`config.mk`:
```
export PLATFORM = sky130hd
export DESIGN_NAME = me_result_collector
export DESIGN_NICKNAME = d
export VERILOG_FILES = /design/src/rtl/me_result_collector.sv
export SDC_FILE = /design/constraint.sdc
export NUM_CORES = 1
export LEC_CHECK = 0
export BUFFER_PORTS_ARGS = -buffer_cell sky130_fd_sc_hd__clkbuf_2
export CORE_MARGIN = 3
export CORE_UTILIZATION = 55
export CTS_BUF_LIST = sky130_fd_sc_hd__clkbuf_4
export DETAILED_ROUTE_END_ITERATION = 8
export GPL_ROUTABILITY_DRIVEN = 0
export GPL_TIMING_DRIVEN = 1
export HOLD_SLACK_MARGIN = 0.12
export PLACE_DENSITY = 0.76
export REMOVE_ABC_BUFFERS = 1
export SYNTH_ARGS = -nofsm -noshare
export SYNTH_HDL_FRONTEND = slang
export SYNTH_SLANG_ARGS = --single-unit
```
`constraint.sdc`:
```
create_clock -name clock -period 4 [get_ports clock]
set_clock_uncertainty 0.2 [all_clocks]
set_input_delay 0.2 -clock clock [delete_from_list [all_inputs] [get_ports clock]]
set_output_delay 0.2 -clock clock [all_outputs]
set_load 0.05 [all_outputs]
```
`src/rtl/me_result_collector.sv`:
```
// Sequences the full-search motion estimator over every macroblock of a frame,
// tags each result with its block coordinate and queues it in a FWFT FIFO.
module me_result_collector #(
    parameter int BLOCKS_X   = 4,
    parameter int BLOCKS_Y   = 4,
    parameter int FIFO_DEPTH = 8,
    parameter int DIST_W     = 8,
    parameter int MV_W       = 4,
    parameter int ACC_W      = 16
) (
    input  logic                        clock,
    input  logic                        reset_n,
    input  logic                        frame_go,
    output logic                        me_start,
    input  logic                        me_completed,
    input  logic [DIST_W-1:0]           me_best_dist,
    input  logic [MV_W-1:0]             me_motion_x,
    input  logic [MV_W-1:0]             me_motion_y,
    output logic                        out_valid,
    input  logic                        out_ready,
    output logic [$clog2(BLOCKS_X)-1:0] out_blk_x,
    output logic [$clog2(BLOCKS_Y)-1:0] out_blk_y,
    output logic [MV_W-1:0]             out_mv_x,
    output logic [MV_W-1:0]             out_mv_y,
    output logic [DIST_W-1:0]           out_dist,
    output logic [ACC_W-1:0]            frame_sad,
    output logic                        frame_done
);

    localparam int XW    = $clog2(BLOCKS_X);
    localparam int YW    = $clog2(BLOCKS_Y);
    localparam int PW    = $clog2(FIFO_DEPTH);
    localparam int CW    = PW + 1;
    localparam int EW    = XW + YW + 2 * MV_W + DIST_W;
    localparam int SUM_W = ((ACC_W > DIST_W) ? ACC_W : DIST_W) + 1;
    localparam logic [ACC_W-1:0] ACC_MAX = '1;
    localparam logic [XW-1:0]    X_LAST  = XW'(BLOCKS_X - 1);
    localparam logic [YW-1:0]    Y_LAST  = YW'(BLOCKS_Y - 1);
    localparam logic [CW-1:0]    FULL_CNT = CW'(FIFO_DEPTH);

    typedef enum logic [2:0] {
        IDLE      = 3'd0,
        LAUNCH    = 3'd1,
        WAIT_DONE = 3'd2,
        PUSH      = 3'd3,
        DONE      = 3'd4
    } state_t;

    function automatic logic [ACC_W-1:0] sat_add(input logic [ACC_W-1:0]  acc,
                                                 input logic [DIST_W-1:0] d);
        logic [SUM_W-1:0] s;
        s = SUM_W'(acc) + SUM_W'(d);
        if (s > SUM_W'(ACC_MAX))
            return ACC_MAX;
        return s[ACC_W-1:0];
    endfunction

    state_t             state, state_nxt;
    logic               comp_q;
    logic               comp_rise;
    logic [XW-1:0]      blk_x;
    logic [YW-1:0]      blk_y;
    logic [ACC_W-1:0]   sad_acc;
    logic               last_blk;
    logic               start_frame;
    logic               cap_en;

    logic [XW-1:0]      cap_x;
    logic [YW-1:0]      cap_y;
    logic [MV_W-1:0]    cap_mv_x;
    logic [MV_W-1:0]    cap_mv_y;
    logic [DIST_W-1:0]  cap_dist;

    logic [EW-1:0]      mem [FIFO_DEPTH];
    logic [PW-1:0]      wr_ptr, rd_ptr;
    logic [CW-1:0]      count;
    logic               pop, push, fifo_ok;
    logic [EW-1:0]      head;

    assign comp_rise = me_completed & ~comp_q;
    assign last_blk  = (blk_x == X_LAST) && (blk_y == Y_LAST);
    assign out_valid = (count != '0);
    assign pop       = out_valid & out_ready;
    assign fifo_ok   = (count != FULL_CNT) | pop;
    assign push      = (state == PUSH) & fifo_ok;

    // State register
    always_ff @(posedge clock or negedge reset_n) begin
        if (!reset_n)
            state <= IDLE;
        else
            state <= state_nxt;
    end

    always_comb begin
        state_nxt = state;
        case (state)
            IDLE:      if (frame_go) state_nxt = LAUNCH;
            LAUNCH:    state_nxt = WAIT_DONE;
            WAIT_DONE: if (comp_rise) state_nxt = PUSH;
            PUSH:      if (push) state_nxt = last_blk ? DONE : LAUNCH;
            DONE:      if (frame_go) state_nxt = LAUNCH;
            default:   state_nxt = IDLE;
        endcase
    end

    always_comb begin
        me_start    = (state == LAUNCH) || (state == WAIT_DONE);
        frame_done  = (state == DONE);
        start_frame = ((state == IDLE) || (state == DONE)) && frame_go;
        cap_en      = (state == WAIT_DONE) && comp_rise;
    end

    // Control: completed edge, raster counters, frame total
    always_ff @(posedge clock or negedge reset_n) begin
        if (!reset_n) begin
            comp_q  <= 1'b0;
            blk_x   <= '0;
            blk_y   <= '0;
            sad_acc <= '0;
        end else begin
            comp_q <= me_completed;
            if (start_frame) begin
                blk_x   <= '0;
                blk_y   <= '0;
                sad_acc <= '0;
            end else if (push) begin
                sad_acc <= sat_add(sad_acc, cap_dist);
                if (!last_blk) begin
                    if (blk_x == X_LAST) begin
                        blk_x <= '0;
                        blk_y <= blk_y + 1'b1;
                    end else begin
                        blk_x <= blk_x + 1'b1;
                    end
                end
            end
        end
    end

    assign frame_sad = sad_acc;

    // Capture register holds the result while a full FIFO stalls the push
    always_ff @(posedge clock) begin
        if (cap_en) begin
            cap_x    <= blk_x;
            cap_y    <= blk_y;
            cap_mv_x <= me_motion_x;
            cap_mv_y <= me_motion_y;
            cap_dist <= me_best_dist;
        end
    end

    always_ff @(posedge clock) begin
        if (push)
            mem[wr_ptr] <= {cap_x, cap_y, cap_mv_x, cap_mv_y, cap_dist};
    end

    // FIFO pointers and occupancy
    always_ff @(posedge clock or negedge reset_n) begin
        if (!reset_n) begin
            wr_ptr <= '0;
            rd_ptr <= '0;
            count  <= '0;
        end else begin
            if (push)
                wr_ptr <= wr_ptr + 1'b1;
            if (pop)
                rd_ptr <= rd_ptr + 1'b1;
            case ({push, pop})
                2'b10:   count <= count + 1'b1;
                2'b01:   count <= count - 1'b1;
                default: count <= count;
            endcase
        end
    end

    // Head is masked when empty so stale memory never shows on the outputs
    assign head = out_valid ? mem[rd_ptr] : '0;
    assign {out_blk_x, out_blk_y, out_mv_x, out_mv_y, out_dist} = head;

endmodule

```
Yosys cells after proc, flatten, opt, wreduce, memory -nomap -nowiden:

Memories as Yosys holds them, arrays and structs flattened.
Index checks and enable logic that the tools add are counted.

* bits in latches: 0
* output and inout bits: 39
* memory bits (read-only): 0
* register bits: 54
* memory bits (writable): 160
* memories: 1
* bits of input ports: 21

Memories
* mem: depth 8, bits a word 20, read ports 1, clocked after Yosys merged registers in 0, wr ports 1, RTL line 74 `logic [EW-1:0] mem [FIFO_DEPTH];`

* add/subtract/negate cells: 7
* magnitude comparators: 1
* eq/ne operators: 13
* bitwise gates (word level): 5
* multipliers: 0
* divide/modulo/power cells: 0
* muxes and demuxes: 24
* reductions and logical operators: 14
* shift-type cells: 0

Operator list (count)
* $mux W16: 4
* $mux W20: 1
* $add A16 B8 Y17: 1
* $gt A17 B16 Y1 const B: 1
* $mux W2: 8
* $mux W3: 4
* $pmux W3 S4: 1
* $pmux W4 S2: 1
* $add A3 B1 Y3 const B: 2
* $eq A2 B2 Y1 const B: 3
* $eq A3 B2 Y1 const B: 2
* $reduce_and A3 Y1: 2
* $reduce_bool A2 Y1: 3
* $mux W1: 5
* $add A2 B1 Y2 const B: 2
* $add A4 B1 Y4 const B: 1
* $ne A2 B1 Y1 const B: 2
* $ne A2 B2 Y1 const B: 2
* $ne A4 B4 Y1 const B: 1
* $reduce_bool A4 Y1: 1
* $sub A4 B1 Y4 const B: 1
* $and A1 B1 Y1: 3
* $eq A3 B1 Y1 const B: 1
* $eq A3 B3 Y1 const B: 1
* other kinds (8): 11

Depth between registers and ports, before layout:

Gate-level depths: netlist of the first run.

* depth after elaboration: 9
* gate-level depth with buffers: 10
* mapped depth without buffers: 10

Worst setup path before layout of the first run:

Ideal clock, no wire load.

* path type: register -> register
* from: reg state[1]
* to: mem mem[2][0] in the netlist's numbering, enable pin
* clock period less this slack: 3.821 ns
* slack: 0.179 ns
* buffers on the path: 1
* data required time: 3.345 ns
* data arrival time: 3.165 ns
* stages on the path, launching flop included: 6
* path through: dfrtp_1 nand2_1 nor2_2 nand2_1 clkbuf_1 nor4b_1

* word-level cells in the longest chain between the ends: 4

Ends and longest elaborated chain
* from (decl): RTL line 58 `state_t state, state_nxt;`
* from (signal assigned): RTL line 92 `state <= state_nxt;`
* $eq A3 B2 Y1: RTL line 85 `assign push = (state == PUSH) & fifo_ok;`
* $and A1 B1 Y1: RTL line 85
* $mux W1: RTL line 155 `if (push)`
* $mux W1 (implied by the code): RTL line 156 `mem[wr_ptr] <= {cap_x, cap_y, cap_mv_x, cap_mv_y, cap_dist};`
* to (decl): RTL line 74

No other way between the ends.

Worst setup path in the final report of the first run:

* from: reg rd_ptr[0]
* to: out out_mv_y[0]

* word-level cells in the longest chain between the ends: 2

Ends and longest elaborated chain
* from (decl): RTL line 75 `logic [PW-1:0] wr_ptr, rd_ptr;`
* from (signal assigned): RTL line 169 `rd_ptr <= rd_ptr + 1'b1;`
* $mem_v2 Z8 W20
* $mux W20: RTL line 179 `assign head = out_valid ? mem[rd_ptr] : '0;`
* to (decl): RTL line 24 `output logic [MV_W-1:0] out_mv_y,`

No other way between the ends.

==> results of run 1 <==
worst max-delay path, stage by stage, from the launching register on:
cell and delay, ns:
dfrtp_2 0.84, buf_12 0.30, mux4_2 0.54, mux2i_1 0.20
nor2_1 0.06, clkbuf_2 0.24
cell usage in the layout (no fill, tap or decap), drive strengths merged, types with 2 or more instances in the layout:
cell         Yosys  routed
nor3            10      10
dfrtp           34      34
xnor2           11      11
a21oi           21      21
bufinv           0       2
nor2b            3       3
mux2i           23      23
and2             2       2
nor4b            2       2
clkbuf          11     135
a31oi            5       5
o311ai           4       4
nand2           26      26
fa               2       2
edfxtp         180     180
buf             11      15
nor2            37      37
nand2b           4       4
inv             11      11
a21o             2       2
o21ai            8       8
nor3b            4       4
nand3           12      12
ha              14      14
o211ai           4       4
dlygate4sd3      0      39
nor4             3       3
clkinv           0      18
xor2             2       2
mux4            40      40
area by class of cell:
class / count / area [um2]
Inverter: 11 / 41.3
Tap cell: 211 / 264
Clock inverter: 20 / 131
Timing Repair Buffer: 113 / 823
Multi-Input combinational cell: 257 / 2420
Antenna cell: 1 / 2.50
Sequential cell: 214 / 6260
Clock buffer: 76 / 571
Fill cell: 1013 / 4860
worst paths after layout:
| check | slack, ns | depth (start not counted) | from | end |
|---|---|---|---|---|
| min in group asynchronous | 0.41 | 4 | reset_n | frame_sad[10]$_DFFE_PN0P_ |
| hold reg to reg | 0.31 | 0 | blk_y[1]$_DFFE_PN0P_ | cap_y[1]$_DFFE_PP_ |
| setup reg to reg | 1.20 | 9 | cap_dist[0]$_DFFE_PP_ | frame_sad[9]$_DFFE_PN0P_ |
| hold / removal | 0.23 | 4 | out_ready | rd_ptr[2]$_DFFE_PN0P_ |
| setup / recovery | 0.78 | 5 | rd_ptr[0]$_DFFE_PN0P_ | out_mv_y[0] |
| max in group asynchronous | 2.98 | 4 | reset_n | rd_ptr[0]$_DFFE_PN0P_ |
kinds of logic after synthesis:
family	Yosys count	share of synthesized area
AOI/OAI and AO/OA	52	0.0394
xor gates and xnor gates	13	0.0130
buffers and inverters	33	0.0149
and+or+nand+nor	112	0.0634
DFF	214	0.714
adders and majority gates	16	0.0246
muxes	64	0.130
per-layer routing:
layer  global-route usage  vias to the layer above  wire [um]
li1                     -                     2318          -
met1                0.278                     2580       7370
met2                0.338                      216       8900
met3               0.0458                       30       1280
met4               0.0751                        0        280
met5                    0                        -          0
per-stage QoR:
stage	power (mW)	util	setup slack, ns	TNS [ns]	area [um2]
CTS	8.14	0.684	0.669	0	10500
global route	8.48	0.684	0.567	0	10500
global placement	6.14	0.611	1.33	0	9400
finish	8.06	0.684	0.777	0	10500
floorplan	5.40	-	-0.436	-0.556	8670
detailed placement	6.24	0.611	1.23	0	9400
power breakdown:
part / internal (mW) / total (mW) / switching [mW] / leakage, nW
combinational: 1.10 / 3.07 / 1.97 / 1.41
sequential: 2.78 / 3.14 / 0.359 / 2.06
clock: 1.00 / 1.85 / 0.845 / 0.413
flip-flops by register name, summed over array words and instances, names as in the netlist, 4 cells and up:
name and flops:
cap_mv_x 4, count 4, cap_mv_y 4, cap_dist 8, frame_sad 16, mem 160
==> metrics.cfg, run 1 <==
[run_status]
status = completed

[floorplanning]
die_h_um = 132
die_area_um2 = 17500
ios = 60
die_x_um = 132
coreArea_um2 = 15400
rows = 45
start_util = 0.570

[sta]
finalHoldViolCount = 0
fin_crit_ns = 3.22
relSlewSlack = 0.259
setup_viol = 0
rsz0062_at_grt = false
drv_slew = 0
finalCritPeriodShare = 0.806
fmax_mhz = 310
worstMarginPinSlew_ns = 1.11
hold-worst-slack_ns = 0.234

[finish]
syn2layout_area_growth_pct = 20.0
fin_cells = 903
drive_gt1_frac = 0.315
nets = 688

[clock_network]
clk_pin_slew_ns = 0.06
cts_hold_buf = 40
htree_levels = 2
cts_sinks = 214
numCtsBuffers = 54
clk_latency_ns = 0.64
post_cts_buffers = 0
cts_tree = yes
post_cts_resized = 0
cts-root-buf = clkbuf_4
cts_buffer_depth = 3

[yosys]
ys_warn_count = 0
synth_edf_count = 180
yosys.area.top_type = edfxtp_1
yosysTopAreaCellShare = 0.617
seq_area_frac_synth = 0.714
ys_types = 51
synthCells = 504
synthMostInstantiatedCell = edfxtp_1
synth_ff_type = edfxtp_1
synth_area_leaders = edfxtp_1, mux4_2, dfrtp_1
synth_common_cells = edfxtp_1, mux4_2, nor2_1
syn-cell-area_um2 = 8760
synthArstFlopShare = 0.159
synth_seq_cells = 214
syn_avg_cell_area_um2 = 17.4

[grt]
grt_antenna_before_repair = 1
grt_pass1_wl_um = 28200
grt_use_total = 0.207
grt_pass1_vias = 5391
grt_max_degree = 40
grt.overflow.total = 0

[place]
placed_cells = 766
hpwl_um = 10300
portBuffers = 59

[pwr]
p_per_area_nw_per_um2 = 767
peakVddDrop_v = 0.000633
power.leakage_nw = 3.88

[detailed_routing]
ant_nets = 0
viasPerCell = 5.70
routed_wl_um = 17800
wl_per_cell_um = 19.8
firstDrtPassIters = 5
drt-initial-drc-count = 352
vias = 5144
drc = 0

[min_path]
worstHoldPathType = in -> reg

[critical_path]
required_ns = 3.60
cp.arrival_ns = 2.82
crit_fanout = 22
critPathKind = reg -> out
cp-start-kind = register
end_kind = output port

[flow_run]
drv_cap = 0

(Power assumes the default switching activity.)
==> run 2, diff against run 1 <==
ABC_AREA = 1   (was default)
clock period = 2.85 ns   (was 4 ns; I/O delays follow)
==> metrics.cfg, run 2 <==
[yosys]
synth_ff_type = edfxtp_1  ; unchanged
seq_area_frac_synth = 0.688  ; was 0.714
ys_types = 36  ; was 51
synthCells = 799  ; was 504
yosysTopAreaCellShare = 0.594  ; was 0.617
synth_edf_count = 180  ; unchanged
synth_area_leaders = edfxtp_1, dfrtp_1, nor2_1  ; was edfxtp_1, mux4_2, dfrtp_1
synth_common_cells = edfxtp_1, nor2_1, nand2_1  ; was edfxtp_1, mux4_2, nor2_1
syn-cell-area_um2 = 9090  ; was 8760 um2
synth_seq_cells = 214  ; unchanged
yosys.area.top_type = edfxtp_1  ; unchanged
synthMostInstantiatedCell = edfxtp_1  ; unchanged
ys_warn_count = 0  ; unchanged
synthArstFlopShare = 0.159  ; unchanged
syn_avg_cell_area_um2 = 11.4  ; was 17.4 um2

[pwr]
peakVddDrop_v = 0.000725  ; was 0.000633 V
power.leakage_nw = 4.34  ; was 3.88 nW
p_per_area_nw_per_um2 = 1190  ; was 767 nW/um2
power.total_mw = 13.2  ; was 8.06 mW

[critical_path]
r2r_cells = 12  ; was 9
cp.arrival_ns = 2.39  ; was 2.82 ns
rrSetupSlack_ns = 0.47  ; was 1.20 ns
worstReg2RegStart = cap_dist[0]$_DFFE_PP_  ; unchanged
end_kind = output port  ; unchanged
required_ns = 2.51  ; was 3.60 ns
critPathKind = reg -> out  ; unchanged
cp-start-kind = register  ; unchanged
crit_chain = buf_16 -> o21ai_0 -> o22ai_1 -> o21ai_0 -> a31oi_1 -> buf_12  ; was buf_12 -> mux4_2 -> mux2i_1 -> nor2_1 -> clkbuf_2
cpPeakStageDelay_ns = 0.51  ; was 0.84 ns
crit_fanout = 41  ; was 22
cp_slowest_cell = dfrtp_2  ; unchanged
r2r_end = frame_sad[15]$_DFFE_PN0P_  ; was frame_sad[9]$_DFFE_PN0P_
cpMostUsedCell = o21ai_0

[run_status]
status = completed  ; unchanged

[min_path]
hold_depth = 4  ; unchanged
worstHoldPathType = in -> reg  ; unchanged
worstHoldEndpoint = state[0]$_DFFE_PN0P_  ; was rd_ptr[2]$_DFFE_PN0P_
hold_start = frame_go  ; was out_ready

[sta]
fin_tns_setup_ns = 0  ; unchanged
worstMarginPinSlew_ns = 0.532  ; was 1.11 ns
setup_ws_ns = 0.114  ; was 0.777 ns
finalHoldViolCount = 0  ; unchanged
setup_viol = 0  ; unchanged
fin_crit_ns = 2.74
fmax_mhz = 366
finalCritPeriodShare = 0.960
drv_slew = 0  ; unchanged
relSlewSlack = 0.645  ; was 0.259
hold-worst-slack_ns = 0.213  ; was 0.234 ns

[detailed_routing]
viasPerCell = 5.45  ; was 5.70
drt-initial-drc-count = 481  ; was 352
routed_wl_um = 20600  ; was 17800 um
drc = 0  ; unchanged
wl_per_cell_um = 17.3  ; was 19.8 um
firstDrtPassIters = 5  ; unchanged
vias = 6503  ; was 5144
ant_nets = 0  ; unchanged

[grt]
grt.overflow.total = 0  ; unchanged
grt_max_degree = 82  ; was 40
grt_pass1_wl_um = 32200  ; was 28200 um
grt_use_total = 0.229  ; was 0.207
grt_pass1_vias = 6467  ; was 5391
grt_antenna_before_repair = 0  ; was 1

[clock_network]
cts_buffer_depth = 3  ; unchanged
clk_pin_slew_ns = 0.06  ; about the same
htree_levels = 2  ; unchanged
clk_latency_ns = 0.67  ; was 0.64 ns
cts-root-buf = clkbuf_4  ; unchanged
cts_sinks = 214  ; unchanged
cts_tree = yes  ; unchanged
post_cts_buffers = 0  ; unchanged
numCtsBuffers = 52  ; was 54

[finish]
largest_reg_flops = 160  ; unchanged
most-common-layout-cells = edfxtp_1, nor2_1, nand2_1, o21ai_0, clkbuf_4  ; was edfxtp_1, clkbuf_4, clkbuf_2, mux4_2, dlygate4sd3_1
syn2layout_area_growth_pct = 22.4  ; was 20.0%
regArea_um2 = 6260  ; unchanged
utilization = 0.693  ; was 0.684
final_common_cell = edfxtp_1  ; unchanged
fillers = 1098  ; was 1013
regMostFlops = mem  ; unchanged
nets = 978  ; was 688
n_antenna_cell = 0  ; was 1
multiInputGateArea_um2 = 2530  ; was 2420 um2
drive_gt1_frac = 0.193  ; was 0.315

[floorplanning]
die_h_um = 135  ; was 132 um
coreArea_um2 = 16100  ; was 15400 um2
die_area_um2 = 18100  ; was 17500 um2
start_util = 0.566  ; was 0.570
ios = 60  ; unchanged
rows = 46  ; was 45
die_x_um = 135  ; was 132 um

[place]
portBuffers = 59  ; unchanged
dp_slack_ns = 0.539  ; was 1.23 ns
hpwl_um = 11500  ; was 10300 um

[flow_run]
drv_cap = 0  ; unchanged

-- run 2: report_power, final --
part,leakage (nW),internal (mW),switching [mW]
clock network,0.370,1.18,1.19
registers,2.05,4.02,0.333
logic,1.92,2.44,4.08
-- run 2: metrics by stage --
step | cells | area [um2]
global route | 1193 | 11100
finish | 1193 | 11100
detailed placement | 1060 | 10000
floorplan | 764 | 8930
global placement | 1060 | 10000
CTS | 1191 | 11000
-- run 2: layer usage --
layer,vias up,track usage,share of wire
li1,3121,-,-
met1,3081,0.306,0.41
met2,268,0.369,0.50
met3,33,0.0537,0.074
met4,0,0.0888,0.017
met5,-,0,0
-- run 2: area by class of cell --
type                       instances  area share
clock buffer                      73      0.0492
timing repair buffer             123       0.115
tap                              216      0.0243
clock inverter                    17     0.00629
inverter                          45      0.0165
sequential                       214       0.562
multi-input combinational        505       0.227
-- run 2: kinds of logic after synthesis --
family / count (synthesis) / synth area share
muxes: 1 / 0.00110
xor gates and xnor gates: 10 / 0.00963
DFF: 214 / 0.688
adders and majority gates: 16 / 0.0237
buffers and inverters: 80 / 0.0369
AOI/OAI and AO/OA: 171 / 0.103
and+or+nand+nor: 307 / 0.138
-- run 2: how the worst max path moves through the flow --
stage | depth (start not counted) | end | slack [ns] | startpoint
2_1_floorplan | 5 | out_blk_x[1] | -0.58 | rd_ptr[0]$_DFFE_PN0P_
6_report | 6 | out_dist[3] | 0.11 | rd_ptr[0]$_DFFE_PN0P_
5_1_grt | 7 | out_mv_x[3] | -0.03 | rd_ptr[0]$_DFFE_PN0P_
3_3_place_gp | 12 | frame_sad[2]$_DFFE_PN0P_ | 0.62 | cap_dist[0]$_DFFE_PP_
4_1_cts | 7 | out_dist[0] | 0.05 | rd_ptr[0]$_DFFE_PN0P_
3_5_place_dp | 12 | frame_sad[9]$_DFFE_PN0P_ | 0.54 | cap_dist[0]$_DFFE_PP_
-- run 2: repair_timing --
| action | in CTS | in global routing |
|---|---|---|
| resized for setup | 2 | 9 |
| setup endpoints to repair | 12 | 15 |
| hold endpoints to repair | 104 | 0 |
| hold buffers | 41 | 0 |
| gates cloned | 0 | 2 |
-- run 2: critical path, delay by kind of cell, from the launching register on --
| kind | cells | cell delay [ns] |
|---|---|---|
| AO/OA/AOI/OAI | 4 | 0.78 |
| flip-flops | 1 | 0.51 |
| buffers and inverters | 2 | 0.44 |
